### config.mk
export PLATFORM = sky130hd
export DESIGN_NAME = tone_channel_bank
export DESIGN_NICKNAME = d
export VERILOG_FILES = /design/src/rtl/tone_pkg.sv /design/src/rtl/tone_channel.sv /design/src/rtl/tone_channel_bank.sv
export SDC_FILE = /design/constraint.sdc
export NUM_CORES = 1
export LEC_CHECK = 0
export CAP_MARGIN = 20
export CELL_PAD_IN_SITES_DETAIL_PLACEMENT = 0
export CELL_PAD_IN_SITES_GLOBAL_PLACEMENT = 1
export CORE_ASPECT_RATIO = 0.75
export CORE_UTILIZATION = 45
export DETAILED_ROUTE_END_ITERATION = 10
export PLACE_DENSITY_LB_ADDON = 0.1
export SKIP_LAST_GASP = 1
export SLEW_MARGIN = 20
export SYNTH_ARGS = -nofsm -noshare
export SYNTH_HDL_FRONTEND = slang
export SYNTH_HIERARCHICAL = 1
export SYNTH_SLANG_ARGS = --single-unit
### constraint.sdc
create_clock -name iClk -period 5.3 [get_ports iClk]
set_input_delay 1.325 -clock iClk [delete_from_list [all_inputs] [get_ports iClk]]
set_output_delay 1.325 -clock iClk [all_outputs]
set_load 0.01 [all_outputs]
### src/rtl/tone_pkg.sv
// tone_pkg: note constants, top-octave pitch table, half-period helper and command FSM states
package tone_pkg;
  localparam int NOTE_REST = 0;
  localparam int NOTE_HOLD = 8'hFF;
  localparam int NOTE_MAX = 84;
  localparam int TOP_OCT = 6;
  localparam int SEMIS = 12;
  // C7..B7 in milli-Hz
  localparam longint TOP_MHZ [SEMIS] = '{
    64'd2093005, 64'd2217461, 64'd2349318, 64'd2489016, 64'd2637020, 64'd2793826,
    64'd2959955, 64'd3135963, 64'd3322438, 64'd3520000, 64'd3729310, 64'd3951066
  };
  function automatic longint half_period(longint clkHz, int semitone);
    return (clkHz * 1000 + TOP_MHZ[semitone]) / (2 * TOP_MHZ[semitone]);
  endfunction
  typedef enum logic [1:0] {IDLE, DIV, LOAD} state_t;
endpackage

### src/rtl/tone_channel.sv
// tone_channel: one square-wave voice with a half-period counter and load/silence strobes
module tone_channel #(
  parameter int PER_W = 16
) (
  input  logic             iClk,
  input  logic             iReset,
  input  logic             iLoad,
  input  logic             iSilence,
  input  logic [PER_W-1:0] iHalf,
  output logic             oWave,
  output logic             oActive
);
  logic [PER_W-1:0] half;
  logic [PER_W-1:0] count;
  logic wave;
  // a load keeps the current level so a retune never glitches the output
  always_ff @(posedge iClk) begin
    if (iReset || iSilence) begin
      half <= '0;
      count <= '0;
      wave <= 1'b0;
    end else if (iLoad) begin
      half <= iHalf;
      count <= '0;
    end else if (half == '0) begin
      count <= '0;
      wave <= 1'b0;
    end else if (count == half - 1'b1) begin
      count <= '0;
      wave <= ~wave;
    end else begin
      count <= count + 1'b1;
    end
  end
  assign oWave = wave;
  assign oActive = half != '0;
endmodule

### src/rtl/tone_channel_bank.sv
// tone_channel_bank: note-command front end with octave divider driving a bank of tone channels
module tone_channel_bank
  import tone_pkg::*;
#(
  parameter int CLK_HZ = 1_000_000,
  parameter int CHANNELS = 4,
  parameter int NOTE_W = 8,
  parameter int PER_W = 16,
  localparam int CHAN_W = CHANNELS > 1 ? $clog2(CHANNELS) : 1
) (
  input  logic                iClk,
  input  logic                iReset,
  input  logic                iCmdValid,
  input  logic [CHAN_W-1:0]   iCmdChan,
  input  logic [NOTE_W-1:0]   iCmdNote,
  output logic                oCmdReady,
  output logic                oCmdErr,
  output logic [CHANNELS-1:0] oWave,
  output logic                oMix,
  output logic [CHANNELS-1:0] oActive
);
  if (CHANNELS < 1 || CHANNELS > 16 || longint'(CLK_HZ) * 64 / 4186 >= (longint'(1) << PER_W)) begin : gParamCheck
    $error("tone_channel_bank: unsupported CHANNELS or PER_W too narrow for CLK_HZ");
  end
  state_t state, nextState;
  logic [NOTE_W-1:0] rem;
  logic [2:0] oct;
  logic [CHAN_W-1:0] chan;
  logic err, accept, isRest, isHold, isBad, start, loadNow;
  logic [PER_W-1:0] baseTab [SEMIS];
  logic [PER_W-1:0] loadHalf;
  logic [CHANNELS-1:0] loadVec, silenceVec;
  for (genvar i = 0; i < SEMIS; i++) begin : gBase
    localparam logic [PER_W-1:0] B = PER_W'(half_period(CLK_HZ, i));
    assign baseTab[i] = B;
  end
  always_comb begin
    accept = iCmdValid && state == IDLE;
    isRest = iCmdNote == NOTE_W'(NOTE_REST);
    isHold = iCmdNote == NOTE_W'(NOTE_HOLD);
    isBad = 32'(iCmdChan) >= CHANNELS || (32'(iCmdNote) > NOTE_MAX && !isHold);
    start = accept && !isBad && !isRest && !isHold;
  end
  always_ff @(posedge iClk) state <= iReset ? IDLE : nextState;
  always_comb begin
    nextState = state == IDLE ? (start ? DIV : IDLE)
              : state == DIV ? (rem < NOTE_W'(SEMIS) ? LOAD : DIV)
              : IDLE;
  end
  always_comb begin
    oCmdReady = state == IDLE;
    loadNow = state == LOAD;
    loadHalf = baseTab[rem[3:0]] << (3'(TOP_OCT) - oct);
    for (int k = 0; k < CHANNELS; k++) begin
      loadVec[k] = loadNow && chan == CHAN_W'(k);
      silenceVec[k] = accept && isRest && !isBad && iCmdChan == CHAN_W'(k);
    end
  end
  // repeated subtraction of 12 turns the note index into (octave, semitone)
  always_ff @(posedge iClk) begin
    if (iReset) begin
      rem <= '0;
      oct <= '0;
      chan <= '0;
      err <= 1'b0;
    end else begin
      err <= accept && isBad;
      if (start) begin
        chan <= iCmdChan;
        rem <= iCmdNote - 1'b1;
        oct <= '0;
      end else if (state == DIV && rem >= NOTE_W'(SEMIS)) begin
        rem <= rem - NOTE_W'(SEMIS);
        oct <= oct + 1'b1;
      end
    end
  end
  assign oCmdErr = err;
  for (genvar c = 0; c < CHANNELS; c++) begin : gChan
    tone_channel #(.PER_W(PER_W)) uChan (
      .iClk     (iClk),
      .iReset   (iReset),
      .iLoad    (loadVec[c]),
      .iSilence (silenceVec[c]),
      .iHalf    (loadHalf),
      .oWave    (oWave[c]),
      .oActive  (oActive[c])
    );
  end
  assign oMix = |oWave;
endmodule

* Word-level counts from Yosys, hierarchy flattened
Memories as Yosys holds them, arrays and structs flattened.
Cells that the tools add are included.
** Word-level totals
- Bits in read-only memories :: 256
- Output and inout bits :: 11
- Memories :: 1
- Bits in registers :: 148
- Input port bits :: 13
- Logic and storage cells :: 124
** Memory list
- (name not given) :: words 16, width 16, read ports 1, clocked after memory_dff 0, wr ports 0, RTL line tone_channel_bank.sv:53 : loadHalf = baseTab[rem[3:0]] << (3'(TOP_OCT) - oct);
** Cells by class
- Equality and inequality tests :: 13
- Order comparisons :: 4
- Reduce and logical (&&, ||, !) cells :: 51
- Shift-type cells :: 1
- Add/subtract/negate cells :: 12
- Multiplexer cells :: 16
- Bitwise gates (word level) :: 9
** Operator list (number)
- adder 16 x 1 -> 16 bit, second input constant :: 4
- equality test 16 bit :: 4
- zero test 16 bit :: 4
- nonzero test 16 bit :: 4
- subtractor 16 x 1 -> 16 bit, second input constant :: 4
- two-way mux 16 bit :: 2
- OR reduction 4 bit :: 5
- logical AND 1 bit :: 17
- two-way mux 8 bit :: 2
- << shifter 16 x 3 -> 16 bit :: 1
- equality test 2 bit, second input constant :: 5
- nonzero test 2 bit :: 5
- two-way mux 1 bit :: 9
- equality test 8 bit, second input constant :: 1
- >= comparator 8 x 4 -> 1 bit, second input constant :: 1
- greater-than comparator 8 x 7 -> 1 bit, second input constant :: 1
- zero test 8 bit :: 1
- < comparator 8 x 4 -> 1 bit, second input constant :: 1
- inverter 1 bit :: 8
- AND reduction 2 bit :: 4
- subtractor 8 x 1 -> 8 bit, second input constant :: 1
- subtractor 8 x 4 -> 8 bit, second input constant :: 1
- equality test 2 x 1 -> 1 bit, second input constant :: 3
- zero test 2 bit :: 3
- other kinds (8) :: 15

* Logic depth before layout (Yosys ltp)
Gate-level depths: netlist (run 1).
- Word-level depth :: 9
- Gate-level depth with buffers :: 12
- Depth with buffers taken out :: 9

* Hierarchy
The synthesis (run 1) kept the hierarchy.
** Modules (own cells, without submodules)
- tone_channel :: cells an instance 212, times used 4, area each 1941.9 µm², sequential area each 660.6 µm²
- tone_channel_bank :: cells an instance 207, times used 1, area each 1621.6 µm², sequential area each 320.3 µm²

* Worst setup path after synthesis (run 1)
OpenSTA, ideal clock, no wires.
- Path type :: input to register
- From :: input iCmdNote[5]
- To :: register gChan[2].uChan.count[10]
- Stages on the path :: 10
- Setup slack :: 1.698 ns
- Path buffers :: 3
- Data required time :: 5.181 ns
- Setup time :: 0.119 ns
- Arrival :: 3.483 ns
- Cells stage by stage :: or4_4 -> nor4b_2 -> nand3_1 -> nor3b_1 -> or2_2 -> clkbuf_1 -> or4_1 -> buf_2 -> buf_12 -> nor2_4
** On the way
- Word-level cells in the longest chain between the ends :: 8
- Elaborated cells between the ends (all ways) :: 11
- Classes of those cells :: 1 x order compare; 1 x eq/ne; 9 x reduce/logical
** RTL lines
- start, declared :: RTL line tone_channel_bank.sv:15 : input logic [NOTE_W-1:0] iCmdNote,
- branches (longest 4 deep; another with greater-than comparator 8 x 7 -> 1 bit)
- logical AND 1 bit * (2 in a row) :: RTL line tone_channel_bank.sv:56 : silenceVec[k] = accept && isRest && !isBad && iCmdChan == CHAN_W'(k);
- net silenceVec[2] :: RTL line tone_channel_bank.sv:32 : logic [CHANNELS-1:0] loadVec, silenceVec;
- logical OR 1 bit * :: RTL line tone_channel.sv:18 : if (iReset || iSilence) begin
- OR reduction 4 bit (no line) *
- end signal, assigned :: RTL line tone_channel.sv:32 : count <= count + 1'b1;
- end, declared :: RTL line tone_channel.sv:14 : logic [PER_W-1:0] count;
Mark *: on every way through the listed nets, which the timed path passes.
A chain may end at the register's enable or synchronous reset.

* Worst setup path after layout (run 1)
- From :: input iCmdNote[5]
- To :: register gChan[1].uChan.count[4]
** On the way
- Word-level cells in the longest chain between the ends :: 8
- Elaborated cells between the ends (all ways) :: 11
- Classes of those cells :: 1 x order compare; 1 x eq/ne; 9 x reduce/logical
** RTL lines (RTL line)
- branches (longest 4 deep; another with greater-than comparator 8 x 7 -> 1 bit)
- logical AND 1 bit * (2 in a row) :: tone_channel_bank.sv:56
- net silenceVec[1] :: tone_channel_bank.sv:32
- logical OR 1 bit * :: tone_channel.sv:18
- OR reduction 4 bit (no line) *
- end signal, assigned :: tone_channel.sv:32
- end, declared :: tone_channel.sv:14
Marks and branches as above.

==> results by group, run 1 <==
Place
  – Dpl cells: 1,315
  – Pre-CTS WS: 0.817 ns
  – Routability cong.: 0.848
  – Hpwl dp: 15,600 microns
  – PortBufs: 23

Worst setup path
  – Slowest stage delay, CP: 0.59 ns
  – Worst Path Buf+Inv: 2
  – Critical path peak fanout: 18
  – Crit end category: register
  – Slowest-stage cell, CP: or4_4
  – Kind of critical path: primary input to register
  – Worst-path cell chain: clkdlybuf4s50_1 -> or4_4 -> nor4b_2 -> nand3_1 -> nor3b_1 -> or2_2 -> or4_1 -> buf_4 -> nor2_1
  – Largest delay share family, worst path: simple AND/OR/NAND/NOR gates
  – Arrival @ worst endpoint: 4.36 ns
  – Worst Path Required: 5.61 ns
  – Crit path launch type: primary input

Power and ir drop
  – Pwr Density: 251 nW/um^2
  – Pwr Total: 2.59 mW
  – Lkg Pwr: 3.30 nW
  – Worst vdd rail ir drop: 0.222 mV

Die
  – Die Ht: 127 microns
  – Die ar.: 21,500 sq um
  – # IOs: 24
  – Initial core utilization: 46.2%
  – Die width: 169 microns
  – Core ar.: 20,300 sq um
  – FP Rows: 45

Global routing
  – Largest net degree at the start of global routing: 20
  – GRT overflow: 0
  – First-pass GRT wire length: 36,100 microns
  – GRT Total Usage: 21.2%
  – Vias in the first global route: 6,704
  – Antenna violations before repair: 0

Routing
  – First DRT Iteration DRCs: 502
  – Drt drc: 0
  – DRT Wirelength: 21,600 microns
  – DRT Pass-1 Iters: 5
  – Antenna viol nets, final: 0
  – DR vias/cell: 5.40
  – Avg WL per Cell: 16.0 microns
  – Via count: 7,273

Clock tree
  – Post-CTS Setup Inserts: 0
  – TritonCTS clock tree: yes
  – CTS sink cnt: 148
  – Post-CTS Resized: 0
  – Clock transition at path regs: 0.07 ns
  – Cts bufs inserted: 17
  – # H-tree levels: 4
  – CTS max path bufs: 2
  – Root buf cell: clkbuf_16
  – Clock insertion delay at the later pin of the skew report: 0.43 ns
  – Post-CTS Hold Buffers: 0

Logic synthesis
  – Flops & latches, synth: 148
  – Number of flops mapped to enable cells by yosys: 0
  – Synth Instances: 1,055
  – Post-synth top flop: dfxtp_1
  – Netlist Area Pre-Place: 9390 sq um
  – Post-synthesis sequential area ratio: 31.6%
  – Avg Inst Size Synth: 8.90 sq um
  – Distinct cells, synth: 62
  – Synth cell count leaders: nor2_1, dfxtp_1, xnor2_1
  – Largest area contributor in the netlist: dfxtp_1
  – Asr flop ratio synth: 0%
  – Synthesis Warnings: 6
  – Area contributors post-synth: dfxtp_1, xnor2_1, mux2i_1, nor2_1, xor2_1
  – Top-area cell type share of the netlist area: 31.6%
  – Cell with the most instances after synthesis: nor2_1

STA
  – Final setup TNS: 0 ns
  – RSZ-0062 raised after global routing: false
  – Final min period: 4.05 ns
  – Skew final: 0.00915 ns
  – Final Cycle Share: 76.4%
  – Pins over their slew limit: 0
  – Final setup viols: 0
  – Fmax: 0.247 GHz
  – Slew @ Worst Pin: 0.949 ns
  – Final setup margin: 1.25 ns
  – Worst slew margin: 36.3%
  – Hold Fails Final Rpt: 0

Final layout
  – Finished Layout Cells: 1,346
  – Antenna cells: 0
  – Filler cell count: 1,940
  – Area grow syn2layout: 10.0%
  – Final net count: 1,084
  – Layout cells sized above 1: 11.7%

Worst hold path
  – Min-delay worst type: register to register

Status
  – Status: completed

Run
  – Max-cap viol count: 0
cell usage in the layout (no fill, tap or decap), types with 19 or more instances in the layout:
cell and n:
ha_1 19, mux2i_1 76, nor4_1 19, xor2_1 50, inv_1 30, nand3_1 45
nand4_1 29, clkdlybuf4s50_1 23, nor2_4 32, xnor2_1 107, dfxtp_1 148, nand2_1 44
nor3_1 36, nor2_1 150
cells by family after synthesis:
group                      share of synthesized area, %
buffers and inverters                              5.20
DFF                                                31.6
AOI/OAI and AO/OA                                  8.12
other                                            0.0399
adders and majority gates                          2.53
xor gates and xnor gates                           15.6
and+or+nand+nor                                    28.9
muxes                                              8.10
metrics by stage:
step,instance area [sq um],hold WS [ns],utilization [%]
6_report,10300,0.514,50.8
5_1_grt,10300,0.544,50.8
3_3_place_gp,9730,0.489,47.9
3_5_place_dp,9730,0.511,47.9
2_1_floorplan,9400,0.465,-
4_1_cts,10300,0.521,50.8
state kept, by name (all words and copies together), names as in the netlist:
name / cells
oct: 3
gChan.uChan/count: 64
gChan.uChan/half: 64
state: 2
rem: 8
oCmdErr: 1
gChan.uChan/oWave: 4
chan: 2
power by group:
part | switching (mW) | internal, mW | leakage (nW) | total, mW
registers | 0.0232 | 1.12 | 1.19 | 1.15
clock network | 0.513 | 0.725 | 0.287 | 1.24
logic | 0.128 | 0.0807 | 1.82 | 0.209
total | 0.664 | 1.93 | 3.30 | 2.59
path summary, 6_finish.rpt:
path,start,end,slack [ns],cells after the start
setup reg to reg,oct[0]$_SDFFE_PP0P_,gChan[2].uChan/half[0]$_SDFFE_PP0P_,2.20,6
hold reg to reg,gChan[3].uChan/oWave$_SDFFE_PP0P_,gChan[3].uChan/oWave$_SDFFE_PP0P_,0.51,2
setup / recovery,iCmdNote[5],gChan[1].uChan/count[4]$_SDFF_PP0_,1.25,9
hold / removal,gChan[3].uChan/oWave$_SDFFE_PP0P_,gChan[3].uChan/oWave$_SDFFE_PP0P_,0.51,2
worst register-to-register path, cell delays in order (launching register included):
cell     delay (ns)
dfxtp_1        0.75
ha_1           0.34
xor2_1         0.70
nand2_1        0.19
nor3_1         0.77
mux2i_1        0.16
nor2_1         0.13
final cells by class:
| class | instances | area, sq um | area share [%] |
|---|---|---|---|
| Inverter | 31 | 116 | 1.13 |
| Sequential cell | 148 | 2960 | 28.7 |
| Clock inverter | 12 | 145 | 1.41 |
| Clock buffer | 19 | 453 | 4.39 |
| Timing Repair Buffer | 34 | 313 | 3.03 |
| Tap cell | 282 | 353 | 3.42 |
| Multi-Input combinational cell | 820 | 5990 | 58.0 |
layer usage:
layer | global-route usage, % | part of all wire [%]
met2 | 30.7 | 42
met4 | 6.42 | 1.1
met1 | 31.7 | 54
met3 | 3.66 | 3.2
met5 | 0 | 0
Power figures use the tool's default switching activity.
==> run 2, diff against run 1 <==
- CORE_UTILIZATION: 45 -> 44
- clock period: 5.3 -> 3.3 ns (I/O delays scaled with it)
==> results by group, run 2 (synthesis results as in run 1) <==
Worst setup path
  – Slowest-stage cell, CP: clkdlybuf4s50_1
  – Worst Path Required: 2.47 ns (-3.14 ns)
  – CP Capture Point: oActive[3]
  – Slowest stage delay, CP: 0.51 ns (-0.08 ns)
  – Worst reg2reg path depth: 11 (+5)
  – Arrival @ worst endpoint: 2.40 ns (-1.96 ns)
  – Crit path launch type: register
  – Critical path peak fanout: 5 (-13)
  – RR Startpoint: gChan[3].uChan/half[0]$_SDFFE_PP0P_
  – Worst-path cell chain: inv_1 -> ha_1 -> or3b_4 -> nor3_4 -> nand4_1 -> clkdlybuf4s50_1
  – Kind of critical path: register to output pin
  – Reg-to-reg endpoint: gChan[3].uChan/count[15]$_SDFF_PP0_
  – CP startpoint: gChan[3].uChan/half[0]$_SDFFE_PP0P_
  – Crit end category: output pin
  – Reg2reg setup slack: 0.31 ns (-1.89 ns)

Place
  – PortBufs: 23 (unchanged)
  – Pre-CTS WS: -0.0821 ns (-0.899 ns)
  – Dpl cells: 1,353 (+2.9%)
  – Hpwl dp: 16,200 microns (+4.0%)
  – Routability cong.: 0.844 (-0.54%)

Global routing
  – GRT overflow: 0 (unchanged)
  – Largest net degree at the start of global routing: 21 (+5.0%)
  – Vias in the first global route: 6,854 (+2.2%)
  – First-pass GRT wire length: 36,600 microns (+1.4%)
  – Antenna violations before repair: 0 (unchanged)
  – GRT Total Usage: 21.2% (about the same)

Clock tree
  – CTS max path bufs: 2 (unchanged)
  – Cts bufs inserted: 17 (unchanged)
  – TritonCTS clock tree: yes
  – Root buf cell: clkbuf_16
  – Post-CTS Hold Buffers: 0 (unchanged)
  – # H-tree levels: 4 (unchanged)
  – CTS sink cnt: 148 (unchanged)
  – Clock insertion delay at the later pin of the skew report: 0.44 ns (about the same)
  – Clock transition at path regs: 0.06 ns (about the same)

STA
  – Fmax: 0.310 GHz
  – Skew final: 0.0116 ns (+0.00240 ns)
  – Final min period: 3.23 ns
  – Slew @ Worst Pin: 0.898 ns (-0.0507 ns)
  – Worst slew margin: 39.7% (+3.4 points)
  – Final setup viols: 0 (unchanged)
  – Pins over their slew limit: 0 (unchanged)
  – Final setup margin: 0.0704 ns (-1.18 ns)
  – RSZ-0062 raised after global routing: true
  – Final Cycle Share: 97.9%
  – Hold Fails Final Rpt: 0 (unchanged)

Run
  – Max-cap viol count: 0 (unchanged)

Power and ir drop
  – Clk pwr share: 49.0% (+1.2 points)
  – Logic pwr share: 8.8% (+0.8 points)
  – Lkg Pwr: 3.58 nW (+8.6%)
  – Register share of total power: 42.2% (-2.0 points)
  – NetSw: 1.05 mW (+58%)
  – Worst vdd rail ir drop: 0.344 mV (+55%)
  – Pwr Total: 4.35 mW (+68%)
  – Internal: 3.31 mW (+71%)
  – Pwr Density: 405 nW/um^2 (+61%)
  – Sw frac: 24.0% (-1.6 points)

Worst hold path
  – Min-delay worst type: register to register

Final layout
  – Filler cell count: 1,915 (-1.3%)
  – Area grow syn2layout: 14.4%
  – Most frequent cells in the layout: nor2_1, dfxtp_1, xnor2_1
  – Antenna cells: 0 (unchanged)
  – Area of the multi-input gates: 5990 sq um (unchanged)
  – Most common cell after layout, fill and taps aside: nor2_1
  – Layout cells sized above 1: 14.9% (+3.2 points)
  – Finished Layout Cells: 1,388 (+3.1%)
  – FF+latch area: 2960 sq um (unchanged)
  – Largest regs: gChan.uChan/count: 64 flops, gChan.uChan/half: 64 flops, rem: 8 flops
  – Final net count: 1,125 (+3.8%)

Die
  – Initial core utilization: 45.7% (-0.51 points)
  – # IOs: 24 (unchanged)
  – Die width: 171 microns (+1.1%)
  – FP Rows: 45 (unchanged)
  – Core ar.: 20,600 sq um (+1.1%)
  – Die Ht: 129 microns (+1.1%)
  – Die ar.: 21,900 sq um (+2.2%)

Routing
  – Antenna viol nets, final: 0 (unchanged)
  – DRT Wirelength: 22,000 microns (+1.8%)
  – First DRT Iteration DRCs: 550 (+9.6%)
  – Avg WL per Cell: 15.8 microns (-1.3%)
  – Via count: 7,382 (+1.5%)
  – Drt drc: 0 (unchanged)
  – DR vias/cell: 5.32 (-1.6%)
  – DRT Pass-1 Iters: 5 (unchanged)

Status
  – Status: completed
[run 2: routing by layer]
| metal | track usage, % | wire (microns) | vias to the layer above |
|---|---|---|---|
| li1 | - | - | 3774 |
| met1 | 31.7 | 11900 | 3472 |
| met2 | 30.6 | 9080 | 116 |
| met3 | 4.00 | 731 | 20 |
| met4 | 6.15 | 272 | 0 |
| met5 | 0 | 0 | - |
[run 2: final cells by class]
| cell class | instances | area share [%] |
|---|---|---|
| Tap cell | 282 | 3.28 |
| Timing Repair Buffer | 75 | 6.40 |
| Clock buffer | 19 | 4.03 |
| Clock inverter | 13 | 1.92 |
| Sequential cell | 148 | 27.6 |
| Inverter | 31 | 1.08 |
| Multi-Input combinational cell | 820 | 55.7 |
[run 2: worst max-delay path, delay by kind of cell (launching register included)]
kind,cells,cell delay (ns)
fa+ha+maj,1,0.19
buf+inv,2,0.59
simple gates,3,0.82
flops,1,0.37
[run 2: power by group through the flow]
stage | combinational [mW] | clock, mW | sequential (mW)
after global placement | 0.381 | 0 | 1.88
after CTS | 0.380 | 2.18 | 1.84
after global routing | 0.419 | 2.25 | 1.84
after floorplan | 0.246 | 0 | 1.86
after detailed placement | 0.378 | 0 | 1.88
final | 0.384 | 2.13 | 1.84
[run 2: timing repair]
action | CTS | global route
endpoints found under the setup margin | 2 | 3
setup buffers | 2 | 1
hold endpoints to repair | 0 | 0
gates resized for setup | 0 | 2
pin swaps | 2 | 1
[run 2: through the flow]
step                      instance area [sq um]  hold WS, ns  TNS, ns  utilization (%)
after floorplan                            9400        0.465        0                -
after global placement                    10100        0.482    -1.65             49.0
after detailed placement                  10100        0.501    -2.55             49.0
after CTS                                 10700        0.514        0             52.2
after global routing                      10700        0.543  -0.0833             52.3
final                                     10700        0.505        0             52.3
[run 2: how the worst min path moves through the flow]
stage,from,slack (ns),endpoint,depth (start not counted)
3_3_place_gp,oct[1]$_SDFFE_PP0P_,0.48,oct[1]$_SDFFE_PP0P_,2
2_1_floorplan,oct[1]$_SDFFE_PP0P_,0.46,oct[1]$_SDFFE_PP0P_,2
6_report,oct[1]$_SDFFE_PP0P_,0.50,oct[1]$_SDFFE_PP0P_,2
3_5_place_dp,oct[1]$_SDFFE_PP0P_,0.50,oct[1]$_SDFFE_PP0P_,2
5_1_grt,gChan[3].uChan/oWave$_SDFFE_PP0P_,0.54,gChan[3].uChan/oWave$_SDFFE_PP0P_,2
4_1_cts,oct[1]$_SDFFE_PP0P_,0.51,oct[1]$_SDFFE_PP0P_,2
